$ cat src/rtl/logic_rop_pkg.sv
// Shared definitions for the logical raster-op pipe: opcode encodings,
// the reset opcode and the drain FSM state type.
package logic_rop_pkg;

  // GL-style logic op encodings (s = source, d = destination).
  localparam logic [3:0] ROP_CLEAR     = 4'h0;  // 0
  localparam logic [3:0] ROP_AND       = 4'h1;  // s & d
  localparam logic [3:0] ROP_AND_REV   = 4'h2;  // s & ~d
  localparam logic [3:0] ROP_COPY      = 4'h3;  // s
  localparam logic [3:0] ROP_AND_INV   = 4'h4;  // ~s & d
  localparam logic [3:0] ROP_NOOP      = 4'h5;  // d
  localparam logic [3:0] ROP_XOR       = 4'h6;  // s ^ d
  localparam logic [3:0] ROP_OR        = 4'h7;  // s | d
  localparam logic [3:0] ROP_NOR       = 4'h8;  // ~(s | d)
  localparam logic [3:0] ROP_EQUIV     = 4'h9;  // ~(s ^ d)
  localparam logic [3:0] ROP_INVERT    = 4'hA;  // ~d
  localparam logic [3:0] ROP_OR_REV    = 4'hB;  // s | ~d
  localparam logic [3:0] ROP_COPY_INV  = 4'hC;  // ~s
  localparam logic [3:0] ROP_OR_INV    = 4'hD;  // ~s | d
  localparam logic [3:0] ROP_NAND      = 4'hE;  // ~(s & d)
  localparam logic [3:0] ROP_SET       = 4'hF;  // all ones

  // Opcode loaded on reset.
  localparam logic [3:0] ROP_RESET_OP  = ROP_COPY;

  // RUN accepts pixels; DRAIN blocks input until the pipe is empty so an
  // opcode change never affects a pixel already in flight.
  typedef enum logic {
    RUN   = 1'b0,
    DRAIN = 1'b1
  } state_e;

endpackage

$ cat src/rtl/logic_rop_alu.sv
// Combinational bitwise logic-op evaluator over a W-bit word.
module logic_rop_alu
  import logic_rop_pkg::*;
#(
  parameter int W = 32
) (
  input  logic [W-1:0] s,
  input  logic [W-1:0] d,
  input  logic [3:0]   opcode,
  output logic [W-1:0] f
);

  // Select the logic function for the active opcode.
  always_comb begin
    // NOTE: assigning a default before the case keeps this purely combinational; any path leaving f unassigned would infer a latch.
    f = '0;
    case (opcode)
      ROP_CLEAR:    f = '0;
      ROP_AND:      f = s & d;
      ROP_AND_REV:  f = s & ~d;
      ROP_COPY:     f = s;
      ROP_AND_INV:  f = ~s & d;
      ROP_NOOP:     f = d;
      ROP_XOR:      f = s ^ d;
      ROP_OR:       f = s | d;
      ROP_NOR:      f = ~(s | d);
      ROP_EQUIV:    f = ~(s ^ d);
      ROP_INVERT:   f = ~d;
      ROP_OR_REV:   f = s | ~d;
      ROP_COPY_INV: f = ~s;
      ROP_OR_INV:   f = ~s | d;
      ROP_NAND:     f = ~(s & d);
      ROP_SET:      f = '1;
      default:      f = '0;
    endcase
  end

endmodule

$ cat src/rtl/logic_rop_pipe.sv
// Two-stage logical raster-op pipe with valid/ready flow control, per-channel
// write mask, drain-before-update opcode config and a written-pixel counter.
module logic_rop_pipe
  import logic_rop_pkg::*;
#(
  parameter int NUM_CH = 4,
  parameter int CH_W   = 8,
  parameter int TAG_W  = 16,
  parameter int CNT_W  = 32,
  localparam int W     = NUM_CH * CH_W
) (
  input  logic              clk,
  input  logic              rst_n,
  input  logic              in_valid,
  output logic              in_ready,
  input  logic [W-1:0]      in_src,
  input  logic [W-1:0]      in_dest,
  input  logic [NUM_CH-1:0] in_mask,
  input  logic [TAG_W-1:0]  in_tag,
  output logic              out_valid,
  input  logic              out_ready,
  output logic [W-1:0]      out_data,
  output logic [TAG_W-1:0]  out_tag,
  input  logic              cfg_valid,
  input  logic [3:0]        cfg_opcode,
  output logic              cfg_ready,
  output logic [CNT_W-1:0]  pix_count,
  output logic [3:0]        cur_opcode
);

  // Stage 1: raw operands.
  logic              s1_valid_q, s1_valid_d;
  logic [W-1:0]      s1_src_q,   s1_src_d;
  logic [W-1:0]      s1_dest_q,  s1_dest_d;
  logic [NUM_CH-1:0] s1_mask_q,  s1_mask_d;
  logic [TAG_W-1:0]  s1_tag_q,   s1_tag_d;
  // Stage 2: masked result (output register).
  logic              s2_valid_q, s2_valid_d;
  logic [W-1:0]      s2_data_q,  s2_data_d;
  logic [TAG_W-1:0]  s2_tag_q,   s2_tag_d;
  logic              s2_any_q,   s2_any_d;   // pixel writes at least one channel
  // Control.
  state_e            state_q,    state_d;
  logic [3:0]        opcode_q,   opcode_d;
  logic [CNT_W-1:0]  count_q,    count_d;

  logic              s1_load;
  logic              s2_load;
  logic [W-1:0]      alu_f;

  logic_rop_alu #(.W(W)) u_alu (
    .s      (s1_src_q),
    .d      (s1_dest_q),
    .opcode (opcode_q),
    .f      (alu_f)
  );

  // Handshake decode: S2 loads when empty or draining; input accepted only in RUN without a pending config.
  always_comb begin
    s2_load  = s1_valid_q & (~s2_valid_q | out_ready);
    in_ready = (state_q == RUN) & ~cfg_valid & (~s1_valid_q | s2_load);
    s1_load  = in_valid & in_ready;
  end

  // Next-state for both pipeline stages, masking applied on the S1->S2 transfer.
  always_comb begin
    s1_valid_d = s1_valid_q;
    s1_src_d   = s1_src_q;
    s1_dest_d  = s1_dest_q;
    s1_mask_d  = s1_mask_q;
    s1_tag_d   = s1_tag_q;
    s2_valid_d = s2_valid_q;
    s2_data_d  = s2_data_q;
    s2_tag_d   = s2_tag_q;
    s2_any_d   = s2_any_q;

    if (s1_load) begin
      s1_valid_d = 1'b1;
      s1_src_d   = in_src;
      s1_dest_d  = in_dest;
      s1_mask_d  = in_mask;
      s1_tag_d   = in_tag;
    end else if (s2_load) begin
      s1_valid_d = 1'b0;
    end

    if (s2_load) begin
      s2_valid_d = 1'b1;
      s2_tag_d   = s1_tag_q;
      s2_any_d   = |s1_mask_q;
      for (int i = 0; i < NUM_CH; i++) begin
        s2_data_d[i*CH_W +: CH_W] = s1_mask_q[i] ? alu_f[i*CH_W +: CH_W]
                                                 : s1_dest_q[i*CH_W +: CH_W];
      end
    end else if (out_ready) begin
      s2_valid_d = 1'b0;
    end
  end

  // Config FSM: drain the pipe, then apply the new opcode with a one-cycle ack.
  always_comb begin
    state_d   = state_q;
    opcode_d  = opcode_q;
    cfg_ready = 1'b0;
    case (state_q)
      RUN: begin
        if (cfg_valid) state_d = DRAIN;
      end
      DRAIN: begin
        if (!cfg_valid) begin
          state_d = RUN;
        end else if (!s1_valid_q && !s2_valid_q) begin
          cfg_ready = 1'b1;
          opcode_d  = cfg_opcode;
          state_d   = RUN;
        end
      end
      default: state_d = RUN;
    endcase
  end

  // Saturating count of delivered pixels that wrote at least one channel.
  always_comb begin
    count_d = count_q;
    if (out_valid && out_ready && s2_any_q && (count_q != {CNT_W{1'b1}})) begin
      count_d = count_q + CNT_W'(1);
    end
  end

  // State registers; reset discards in-flight pixels and restores COPY.
  always_ff @(posedge clk or negedge rst_n) begin
    // NOTE: non-blocking assignments make every flop sample pre-edge values, so stage order in this block does not matter.
    if (!rst_n) begin
      s1_valid_q <= 1'b0;
      s1_src_q   <= '0;
      s1_dest_q  <= '0;
      s1_mask_q  <= '0;
      s1_tag_q   <= '0;
      s2_valid_q <= 1'b0;
      s2_data_q  <= '0;
      s2_tag_q   <= '0;
      s2_any_q   <= 1'b0;
      state_q    <= RUN;
      opcode_q   <= ROP_RESET_OP;
      count_q    <= '0;
    end else begin
      s1_valid_q <= s1_valid_d;
      s1_src_q   <= s1_src_d;
      s1_dest_q  <= s1_dest_d;
      s1_mask_q  <= s1_mask_d;
      s1_tag_q   <= s1_tag_d;
      s2_valid_q <= s2_valid_d;
      s2_data_q  <= s2_data_d;
      s2_tag_q   <= s2_tag_d;
      s2_any_q   <= s2_any_d;
      state_q    <= state_d;
      opcode_q   <= opcode_d;
      count_q    <= count_d;
    end
  end

  assign out_valid  = s2_valid_q;
  assign out_data   = s2_data_q;
  assign out_tag    = s2_tag_q;
  assign pix_count  = count_q;
  assign cur_opcode = opcode_q;

endmodule

$ cat config.mk
export PLATFORM = sky130hd
export DESIGN_NAME = logic_rop_pipe
export DESIGN_NICKNAME = d
export VERILOG_FILES = /design/src/rtl/logic_rop_pkg.sv /design/src/rtl/logic_rop_alu.sv /design/src/rtl/logic_rop_pipe.sv
export SDC_FILE = /design/constraint.sdc
export NUM_CORES = 1
export LEC_CHECK = 0
export CAP_MARGIN = 20
export CORE_UTILIZATION = 61
export CTS_CLUSTER_DIAMETER = 120
export DETAILED_ROUTE_END_ITERATION = 16
export PLACE_DENSITY = 0.88
export SLEW_MARGIN = 40
export SYNTH_ARGS = -nofsm -noshare
export SYNTH_HDL_FRONTEND = slang
export SYNTH_SLANG_ARGS = --single-unit
$ cat constraint.sdc
create_clock -name clk -period 3.6 [get_ports clk]
set_clock_uncertainty 0.1 [all_clocks]
set_input_delay 0.72 -clock clk [delete_from_list [all_inputs] [get_ports clk]]
set_output_delay 0.72 -clock clk [all_outputs]
set_load 0.1 [all_outputs]
Word level (Yosys, flattened, before mapping)
Index checks and enable logic that the tools add are counted.

word-level totals
  register bits after elaboration = 172
  bits of input ports = 93
  output and inout bits = 87
  logic and storage cells = 78

cells by class
  reduce and logical (&&, ||, !) cells = 11
  mux-type cells = 16
  bitwise gates (word level) = 22
  eq/ne operators = 16
  $add $sub $neg = 1

operator list
  operator               number
  $pmux 32 s16           1
  $not 32->32            5
  $and 32x32->32         3
  $or 32x32->32          3
  $add 32x1->32 const B  1
  $eq 4x4->1 const B     8
  $mux 8                 4
  $ne 32x32->1 const B   1
  $xor 32x32->32         1
  $eq 4x3->1 const B     4
  $mux 1                 10
  $eq 4x2->1 const B     2
  $and 1x1->1            4
  $eq 4x1->1 const B     1
  $logic_and 1x1->1      4
  $logic_not 4->1        1
  $not 1->1              4
  $reduce_bool 2->1      2
  $reduce_or 4->1        1
  $reduce_and 3->1       1
  $logic_not 1->1        2
  $or 1x1->1             2
  $pmux 1 s2             1

Depth between registers and ports, before layout
Gate-level depths: netlist (run 1).

  depth in word-level cells = 7
  gate-level depth with buffers = 9

Modules after synthesis
From an unflattened synthesis (run 1), not the netlist that was laid out.

second synthesis, totals
  cell total of the unflattened synthesis = 1,348
  area total of the unflattened synthesis = 13,237.7 um^2

modules (own cells, without submodules)
  module          times used  area each (um^2)  cells an instance
  logic_rop_pipe  1           7,016.7           518
  logic_rop_alu   1           6,221.0           830

Worst setup path after synthesis (run 1)
Ideal clock, no wire load.

  kind = reg2reg
  from = reg s2_valid_q, in the netlist out_valid
  to = reg s1_src_q[16]
  required time = 3.372 ns
  period minus slack after synthesis = 3.605 ns
  path slack = -0.005 ns
  setup time = 0.128 ns
  arrival = 3.378 ns
  cell stages (with the launch flop) = 7
  path buffers = 2
  cell sequence = dfrtp_1 nor2b_1 a211oi_2 nand2_1 buf_2 buf_4 mux2_1

between the ends
  cells in the longest elaborated chain, start to end = 6

RTL lines
  item                      RTL line               RTL
  start: declaration        logic_rop_pipe.sv:38   logic s2_valid_q, s2_valid_d;
  start signal: assignment  logic_rop_pipe.sv:152  s2_valid_q <= s2_valid_d;
  $not 1->1                 logic_rop_pipe.sv:60   s2_load = s1_valid_q & (~s2_valid_q | out_ready);
  $or 1x1->1                logic_rop_pipe.sv:60
  $and 1x1->1               logic_rop_pipe.sv:60
  $or 1x1->1                logic_rop_pipe.sv:61   in_ready = (state_q == RUN) & ~cfg_valid & (~s1_valid_q | s2_load);
  $and 1x1->1               logic_rop_pipe.sv:61
  named net in_ready        logic_rop_pipe.sv:15   output logic in_ready,
  $and 1x1->1               logic_rop_pipe.sv:62   s1_load = in_valid & in_ready;
  end signal: assignment    logic_rop_pipe.sv:148  s1_src_q <= s1_src_d;
  end: declaration          logic_rop_pipe.sv:33   logic [W-1:0] s1_src_q, s1_src_d;

The timed path passes the listed nets, and every way through them passes these cells.
A chain may end at the register's enable or synchronous reset.

Worst setup path after layout (run 1)
  from = reg opcode_q[1], in the netlist cur_opcode[1]
  to = reg s2_data_q[26], in the netlist out_data[26]

between the ends
  cells in the longest elaborated chain, start to end = 3
  elaborated cells on any way between the ends = 18
  classes of those cells = 15 x eq/ne; 2 x mux; 1 x reduce/logical

RTL lines
  item                                      RTL line               RTL
  start: declaration                        logic_rop_pipe.sv:44   logic [3:0] opcode_q, opcode_d;
  start signal: assignment                  logic_rop_pipe.sv:157  opcode_q <= opcode_d;
  $eq 4x4->1, or another cell as far along  logic_rop_alu.sv:17    case (opcode)
  $pmux 32 s16 (*)                          logic_rop_alu.sv:17
  $mux 8 (*)                                logic_rop_pipe.sv:92   s2_data_d[i*CH_W +: CH_W] = s1_mask_q[i] ? alu_f[i*CH_W +: CH_W]
  end signal: assignment                    logic_rop_pipe.sv:153  s2_data_q <= s2_data_d;
  end: declaration                          logic_rop_pipe.sv:39   logic [W-1:0] s2_data_q, s2_data_d;

Mark *: on every way between the ends. The rest lies on a longest branch, timed or not.

==> summary.md, run 1 <==
| Metric | Value |
|---|---|
| CTS tree | `built` |
| Part of the Yosys area used for sequential elements | `0.334` |
| Crit share post-route | `0.825` |
| Met2 Wirelength | `around 18000 um` |
| Clock Path Buffers | `2` |
| Post-route ant nets | `0` |
| Setup violators final | `0` |
| CP required | `approximately 3800 ps` |
| DP Wirelength | `about 29000 um` |
| Reg2reg path depth | `6` |
| Core area | `just over 0.02 sq mm` |
| RSZ-0062 raised after global routing | `no` |
| Main synth FF type | `dfrtp_1` |
| Post-route setup TNS | `0 ps` |
| Wire length per cell | `between 20 and 25 um` |
| Clk sinks | `172` |
| Max-slew violation count | `0` |
| Worst path slowest cell | `dfstp_2` |
| Layout area overhead | `18.4%` |
| Htree depth | `4` |
| Critical path data arrival time | `3170 ps` |
| Slew headroom | `0.373` |
| Post-synthesis cell count | `about 1300` |
| Buffers on Ports | `179` |
| Fraction of layout cells with a size suffix above 1 | `0.175` |
| Clock buffers created by TritonCTS | `17` |
| Buf/Inv on CP | `1` |
| Yosys cell types | `76` |
| YS warnings | `0` |
| Maximum vdd drop | `around 0.00064 V` |
| RePlAce Congestion | `1.04` |
| Synth Area per Inst | `about 9.6 sq um` |
| Max frequency | `around 340 MHz` |
| Synth top area cells | `dfrtp_1, ha_1, mux2_2` |
| CP top delay family | `compound AO/OA/AOI/OAI gates` |
| Final instance count without filler cells | `around 1800` |
| Starting density of the core | `0.629` |
| FILL cells | `1434` |
| Post-synth EDFFs | `0` |
| Worst-margin pin slew | `about 940 ps` |
| Leakage | `6.87 nW` |
| Area of the mapped netlist | `~0.013 sq mm` |
| Inst Count DP | `1747` |
| GRT Util Overall | `0.377` |
| Cell Chain, Critical Path | `buf_4, mux2i_1, o22ai_1, a32o_1, a2111oi_0, o22ai_1` |
| Worst-skew pair later-pin latency | `between 400 and 500 ps` |
| CP startpoint kind | `flip-flop` |
| Post-Synth Adder-Cell Area | `0.125` |
| Final min period | `around 3000 ps` |
| Worst Path Max Fanout | `30` |
| # rows | `between 50 and 60` |
| Initial antenna violation count | `2` |
| Post_cts resized | `0` |
| Yosys top cell area share | `0.330` |
| Post-synthesis mux area share | `0.126` |
| Xor and xnor fraction of the mapped netlist area | `0.0177` |
| Clk slew on worst S/H paths | `around 70 ps` |
| Asr flop ratio synth | `1.00` |
| Die width | `between 100 and 150 um` |
| Status | `finished clean` |
| # nets final | `1718` |
| Max stage delay on crit path | `slightly below 1000 ps` |
| I/O Pins | `180` |
| Die ar. | `0.0217 sq mm` |
| Die height | `147 um` |
| DRT iter0 DRCs | `approximately 1700` |
| MaxCap Viol Count | `0` |
| CP most frequent cell | `o22ai_1` |
| Grt total ovfl | `0` |
| Root buf cell | `clkbuf_16` |
| # hold bufs at CTS | `0` |
| Pwr dens | `a little under 800 mW/mm^2` |
| Final-report hold violation count | `0` |
| Residual DRC | `0` |
| # Post-CTS Setup Buffers | `0` |
| Largest net degree at the start of global routing | `64` |
| Yosys reg bits | `172` |
| Largest family of logic cells by synthesized area | `compound AO/OA/AOI/OAI gates` |
| Drt via density | `6.83` |
| Routed met1 length | `roughly 15000 um` |
| DR WL met3 | `about 4600 um` |
| First-pass GRT wire length | `64000 um` |
| DR vias | `12159` |
| Final wirelength | `between 40000 and 50000 um` |
| Area share of and/or/nand/nor cells after synthesis | `0.126` |
| Compound-Gate Fraction of Synth Area | `0.207` |
| Vias in the first global route | `11852` |
| Post-synthesis net count | `approximately 1600` |
| Post-synth top area cell | `dfrtp_1` |
| Drt pass-1 iters | `9` |
| Pwr Total | `11.8 mW` |
| WS Path Type | `flip-flop to flip-flop` |
| Crit end category | `flip-flop` |
| Max Used Layer | `met4` |
| CP Depth | `6` |
| Hold Crit Class | `primary input to asynchronous set/reset pin` |
worst paths after layout:
check                              start             to  slack (ps)
min in group clk             s1_tag_q[9]     out_tag[9]         370
max in group asynchronous          rst_n  cur_opcode[3]        2530
max reg2reg                cur_opcode[1]   out_data[26]         630
min                                rst_n   s1_dest_q[1]          60
max                        cur_opcode[1]   out_data[26]         630
min reg2reg                  s1_tag_q[9]     out_tag[9]         370
metal layers:
metal,vias up,track usage
met5,-,0
met4,0,0.234
met3,217,0.0867
met2,865,0.571
met1,5778,0.491
li1,5299,-
layout make-up:
type	count	area, sq um	area share
sequential	172	4310	0.282
tap	270	338	0.0221
antenna	1	2.50	0.000164
clock buffer	17	425	0.0279
multi-input combinational	1000	7800	0.511
timing repair buffer	227	1950	0.128
inverter	78	293	0.0192
clock inverter	14	150	0.00983
logic make-up after synthesis:
| kind of cell | Yosys count |
|---|---|
| AO/OA/AOI/OAI | 377 |
| AND/OR/NAND/NOR | 325 |
| buffers and inverters | 177 |
| flip-flops | 172 |
| multiplexers | 143 |
| adder cells (fa/ha/maj) | 129 |
| XOR/XNOR | 26 |
state kept, by name (all words and copies together), names as in the netlist:
signal,flops
out_valid,1
out_tag,16
s1_dest_q,32
cur_opcode,4
s2_any_q,1
s1_valid_q,1
state_q,1
out_data,32
s1_mask_q,4
pix_count,32
s1_tag_q,16
s1_src_q,32
cell usage after synthesis, types with 20 or more instances:
| cell | n |
|---|---|
| nor2b_1 | 21 |
| mux2i_1 | 36 |
| a21oi_1 | 31 |
| nand3_1 | 34 |
| nor2_1 | 31 |
| ha_1 | 129 |
| inv_1 | 74 |
| xnor2_1 | 25 |
| dfrtp_1 | 170 |
| nor3_1 | 20 |
| o21ai_0 | 60 |
| o22ai_1 | 45 |
| mux2_2 | 69 |
| nand2_1 | 126 |
| buf_2 | 46 |
| mux2_1 | 33 |
| clkbuf_1 | 27 |
| a22oi_1 | 23 |
stage by stage:
step	area, sq um	worst slack (ps)	util	hold slack, ps
CTS	15300	675	0.745	65.8
global placement	14800	640	0.723	342
global route	15300	526	0.745	78.9
detailed placement	14700	573	0.717	352
finish	15300	630	0.745	58.6
floorplan	12900	455	-	324
report_power, final:
part / switching [mW] / internal [mW] / leakage (nW)
Combinational: 4.68 / 2.16 / 4.49
Clock: 0.899 / 0.923 / 0.277
Sequential: 0.755 / 2.42 / 2.10
Total: 6.34 / 5.50 / 6.87
cells in the final DEF (no fill, tap or decap), types with 14 or more instances in the layout:
cell type | synthesis | final
buf_4 | 17 | 100
nor2_1 | 31 | 29
a21oi_1 | 31 | 31
o221ai_1 | 15 | 15
o32ai_1 | 14 | 14
mux2i_1 | 36 | 36
nand2b_1 | 18 | 17
o21ai_0 | 60 | 60
nand3_1 | 34 | 34
xnor2_1 | 25 | 25
inv_1 | 74 | 74
dfrtp_1 | 170 | 168
ha_1 | 129 | 129
nor3_1 | 20 | 19
nand4_1 | 15 | 15
nor2b_1 | 21 | 20
a31oi_1 | 19 | 19
mux2_1 | 33 | 33
clkdlybuf4s50_1 | 0 | 91
o21ai_1 | 19 | 19
o22ai_1 | 45 | 45
a22oi_1 | 23 | 23
mux2_2 | 69 | 69
nand2_1 | 126 | 125
buf_2 | 46 | 28
o211ai_1 | 16 | 16
clkbuf_16 | 0 | 17
and3_1 | 19 | 19
a2bb2oi_1 | 19 | 19
Note: power is estimated with default switching activity, not from simulation.
==> inputs of run 2 (changes only) <==
--- a/config.mk
+++ b/config.mk
@@ -6,10 +6,10 @@
 export NUM_CORES = 1
 export LEC_CHECK = 0
 export CAP_MARGIN = 20
-export CORE_UTILIZATION = 61
+export CORE_UTILIZATION = 51
 export CTS_CLUSTER_DIAMETER = 120
 export DETAILED_ROUTE_END_ITERATION = 16
-export PLACE_DENSITY = 0.88
+export PLACE_DENSITY = 0.78
 export SLEW_MARGIN = 40
 export SYNTH_ARGS = -nofsm -noshare
 export SYNTH_HDL_FRONTEND = slang
==> constraint.sdc (replaced) <==
create_clock -name clk -period 2.4 [get_ports clk]
set_clock_uncertainty 0.1 [all_clocks]
set_input_delay 0.48 -clock clk [delete_from_list [all_inputs] [get_ports clk]]
set_output_delay 0.48 -clock clk [all_outputs]
set_load 0.1 [all_outputs]
==> summary.md, run 2 (synthesis gave the netlist of run 1 again) <==
| Metric | Value |
|---|---|
| Die ar. | `0.0259 sq mm (was 0.0217 sq mm)` |
| DR vias | `12176 (was 12159)` |
| Residual DRC | `0 (unchanged)` |
| Core area | `0.0245 sq mm (was 0.0205 sq mm)` |
| CP most frequent cell | `buf_4 (was o22ai_1)` |
| Max stage delay on crit path | `500 ps (was 990 ps)` |
| Final min period | `2380 ps (was 2970 ps)` |
| Drt via density | `6.37 (was 6.83)` |
| Max-slew violation count | `0 (unchanged)` |
| Slew headroom | `0.496 (was 0.373)` |
| Starting density of the core | `0.526 (was 0.629)` |
| CP startpoint kind | `flip-flop (unchanged)` |
| Leakage | `7.28 nW (was 6.87 nW)` |
| Largest net degree at the start of global routing | `54 (was 64)` |
| CTS tree | `built (unchanged)` |
| Worst-margin pin slew | `754 ps (was 937 ps)` |
| Worst Path Max Fanout | `7 (was 30)` |
| MaxCap Viol Count | `0 (unchanged)` |
| Die width | `161 um (was 147 um)` |
| Most frequent cells in the layout | `buf_4, dfrtp_1, ha_1, nand2_1, clkdlybuf4s50_1 (was dfrtp_1, ha_1, nand2_1, buf_4, clkdlybuf4s50_1)` |
| Layout area overhead | `25.5% (was 18.4%)` |
| Die height | `161 um (was 147 um)` |
| GRT Util Overall | `0.325 (was 0.377)` |
| Final instance count without filler cells | `1912 (was 1779)` |
| # nets final | `1797 (was 1718)` |
| Status | `finished clean (unchanged)` |
| Max frequency | `421 MHz (was 337 MHz)` |
| Root buf cell | `clkbuf_16 (unchanged)` |
| DRT iter0 DRCs | `1339 (was 1736)` |
| Clk sinks | `172 (unchanged)` |
| Crit end category | `flip-flop (unchanged)` |
| Clock buffers created by TritonCTS | `17 (unchanged)` |
| Pwr dens | `1140 mW/mm^2 (was 776 mW/mm^2)` |
| Buffers on Ports | `179 (unchanged)` |
| Hold Crit Class | `flip-flop to flip-flop (was primary input to asynchronous set/reset pin)` |
| R2R Setup Slk | `20 ps (was 630 ps)` |
| Buf/Inv on CP | `2 (was 1)` |
| Setup violators final | `0 (unchanged)` |
| # rows | `57 (was 52)` |
| Crit share post-route | `0.991 (was 0.825)` |
| WS Path Type | `flip-flop to flip-flop (unchanged)` |
| Worst-skew pair later-pin latency | `440 ps (was 450 ps)` |
| First-pass GRT wire length | `65700 um (was 64000 um)` |
| Pwr Total | `18.5 mW (was 11.8 mW)` |
| Cell Area, Placed | `0.0156 sq mm (was 0.0147 sq mm)` |
| Worst path slowest cell | `dfstp_4 (was dfstp_2)` |
| DP Wirelength | `30600 um (was 28600 um)` |
| Vias in the first global route | `11650 (was 11852)` |
| Critical path data arrival time | `2600 ps (was 3170 ps)` |
| FILL cells | `1992 (was 1434)` |
| Maximum vdd drop | `0.00119 V (was 0.000643 V)` |
| Final instance area | `0.0162 sq mm (was 0.0153 sq mm)` |
| Fraction of layout cells with a size suffix above 1 | `0.230 (was 0.175)` |
| CP required | `2620 ps (was 3800 ps)` |
| RePlAce Congestion | `1.02 (was 1.04)` |
| Final-report hold violation count | `0 (unchanged)` |
| Drt pass-1 iters | `6 (was 9)` |
| Wire length per cell | `21.9 um (was 22.8 um)` |
| Inst Count DP | `1876 (was 1747)` |
| Initial antenna violation count | `0 (was 2)` |
| Clk slew on worst S/H paths | `80 ps (was 70 ps)` |
| Cell Chain, Critical Path | `buf_4, nor2_1, buf_4, nand2_1, and3_1, a221o_1 (was buf_4, mux2i_1, o22ai_1, a32o_1, a2111oi_0, o22ai_1)` |
| Htree depth | `4 (unchanged)` |
| Final wirelength | `41900 um (was 40500 um)` |
| Clock Path Buffers | `2 (unchanged)` |
| I/O Pins | `180 (unchanged)` |
| N_diodes | `0 (was 1)` |
| Post-route ant nets | `0 (unchanged)` |
| CP top delay family | `simple AND/OR/NAND/NOR gates (was compound AO/OA/AOI/OAI gates)` |
| Commonest non-fill, non-tap cell in the layout | `buf_4 (was dfrtp_1)` |
| Grt total ovfl | `0 (unchanged)` |
-- run 2: changes by cell type in the layout (fill, tap and decap cells not counted), moves of 3 or more --
cell	change
clkinv_4	-3
buf_2	-28
buf_12	+12
buf_4	+93
inv_6	+4
inv_8	-3
dfrtp_1	-18
dfrtp_2	+17
-- run 2: per-layer routing --
layer / global-route usage / vias to the layer above / share of wire
met3: 0.0668 / 161 / 0.094
met1: 0.437 / 5846 / 0.41
met5: 0 / - / 0
met2: 0.505 / 709 / 0.45
li1: - / 5460 / -
met4: 0.145 / 0 / 0.048
-- run 2: power by group --
part	switching [mW]	internal [mW]	total (mW)	leakage, nW
logic	7.35	3.89	11.2	4.94
clock network	1.36	1.37	2.73	0.263
registers	0.909	3.65	4.56	2.08
total	9.62	8.91	18.5	7.28
-- run 2: cell type report --
cell class | count | area (sq um) | share of cell area
Multi-Input combinational cell | 1000 | 7830 | 0.483
Inverter | 78 | 293 | 0.0181
Timing Repair Buffer | 306 | 2770 | 0.171
Tap cell | 324 | 405 | 0.0250
Clock buffer | 18 | 429 | 0.0265
Clock inverter | 14 | 129 | 0.00796
Sequential cell | 172 | 4340 | 0.268
-- run 2: path summary, 6_finish.rpt --
check / cells past startpoint / start / end
worst max register to register: 6 / cur_opcode[1] / out_data[24]
min in group asynchronous: 2 / rst_n / out_data[12]
max in group asynchronous: 3 / rst_n / s1_tag_q[1]
worst max-delay path: 6 / cur_opcode[1] / out_data[24]
worst min-delay path: 2 / s1_tag_q[1] / out_tag[1]
worst min register to register: 2 / s1_tag_q[1] / out_tag[1]
-- run 2: worst register-to-register path, cell delays in order (launching register included) --
cell,delay (ps)
dfstp_4,500
buf_4,160
nor2_1,360
buf_4,230
nand2_1,160
and3_1,370
a221o_1,370
-- run 2: per-stage QoR --
| stage | setup WS (ps) | hold slack, ps | util | TNS [ps] |
|---|---|---|---|---|
| 4_1_cts | 17.2 | 371 | 0.658 | 0 |
| 3_5_place_dp | -35.6 | 356 | 0.634 | -50.1 |
| 6_report | 22.1 | 367 | 0.660 | 0 |
| 2_1_floorplan | -326 | 84.4 | - | -21910 |
| 5_1_grt | -17.4 | 406 | 0.660 | -17.4 |
| 3_3_place_gp | -11.8 | 342 | 0.634 | -11.8 |
-- run 2: repair_timing --
item | in CTS | in global routing
resized for setup | 0 | 8
buffers inserted | 0 | 3
hold buffers | 1 | 0
endpoints found under the hold margin | 42 | 0
endpoints found under the setup margin | 0 | 10
==> inputs of run 3 (changes only) <==
--- a/config.mk
+++ b/config.mk
@@ -8,6 +8,7 @@
 export CAP_MARGIN = 20
 export CORE_UTILIZATION = 51
 export CTS_CLUSTER_DIAMETER = 120
+export CTS_CLUSTER_SIZE = 30
 export DETAILED_ROUTE_END_ITERATION = 16
 export PLACE_DENSITY = 0.78
 export SLEW_MARGIN = 40
==> results of run 3 <==
Same layout as run 2: the final DEF is identical, and so are final timing and power.
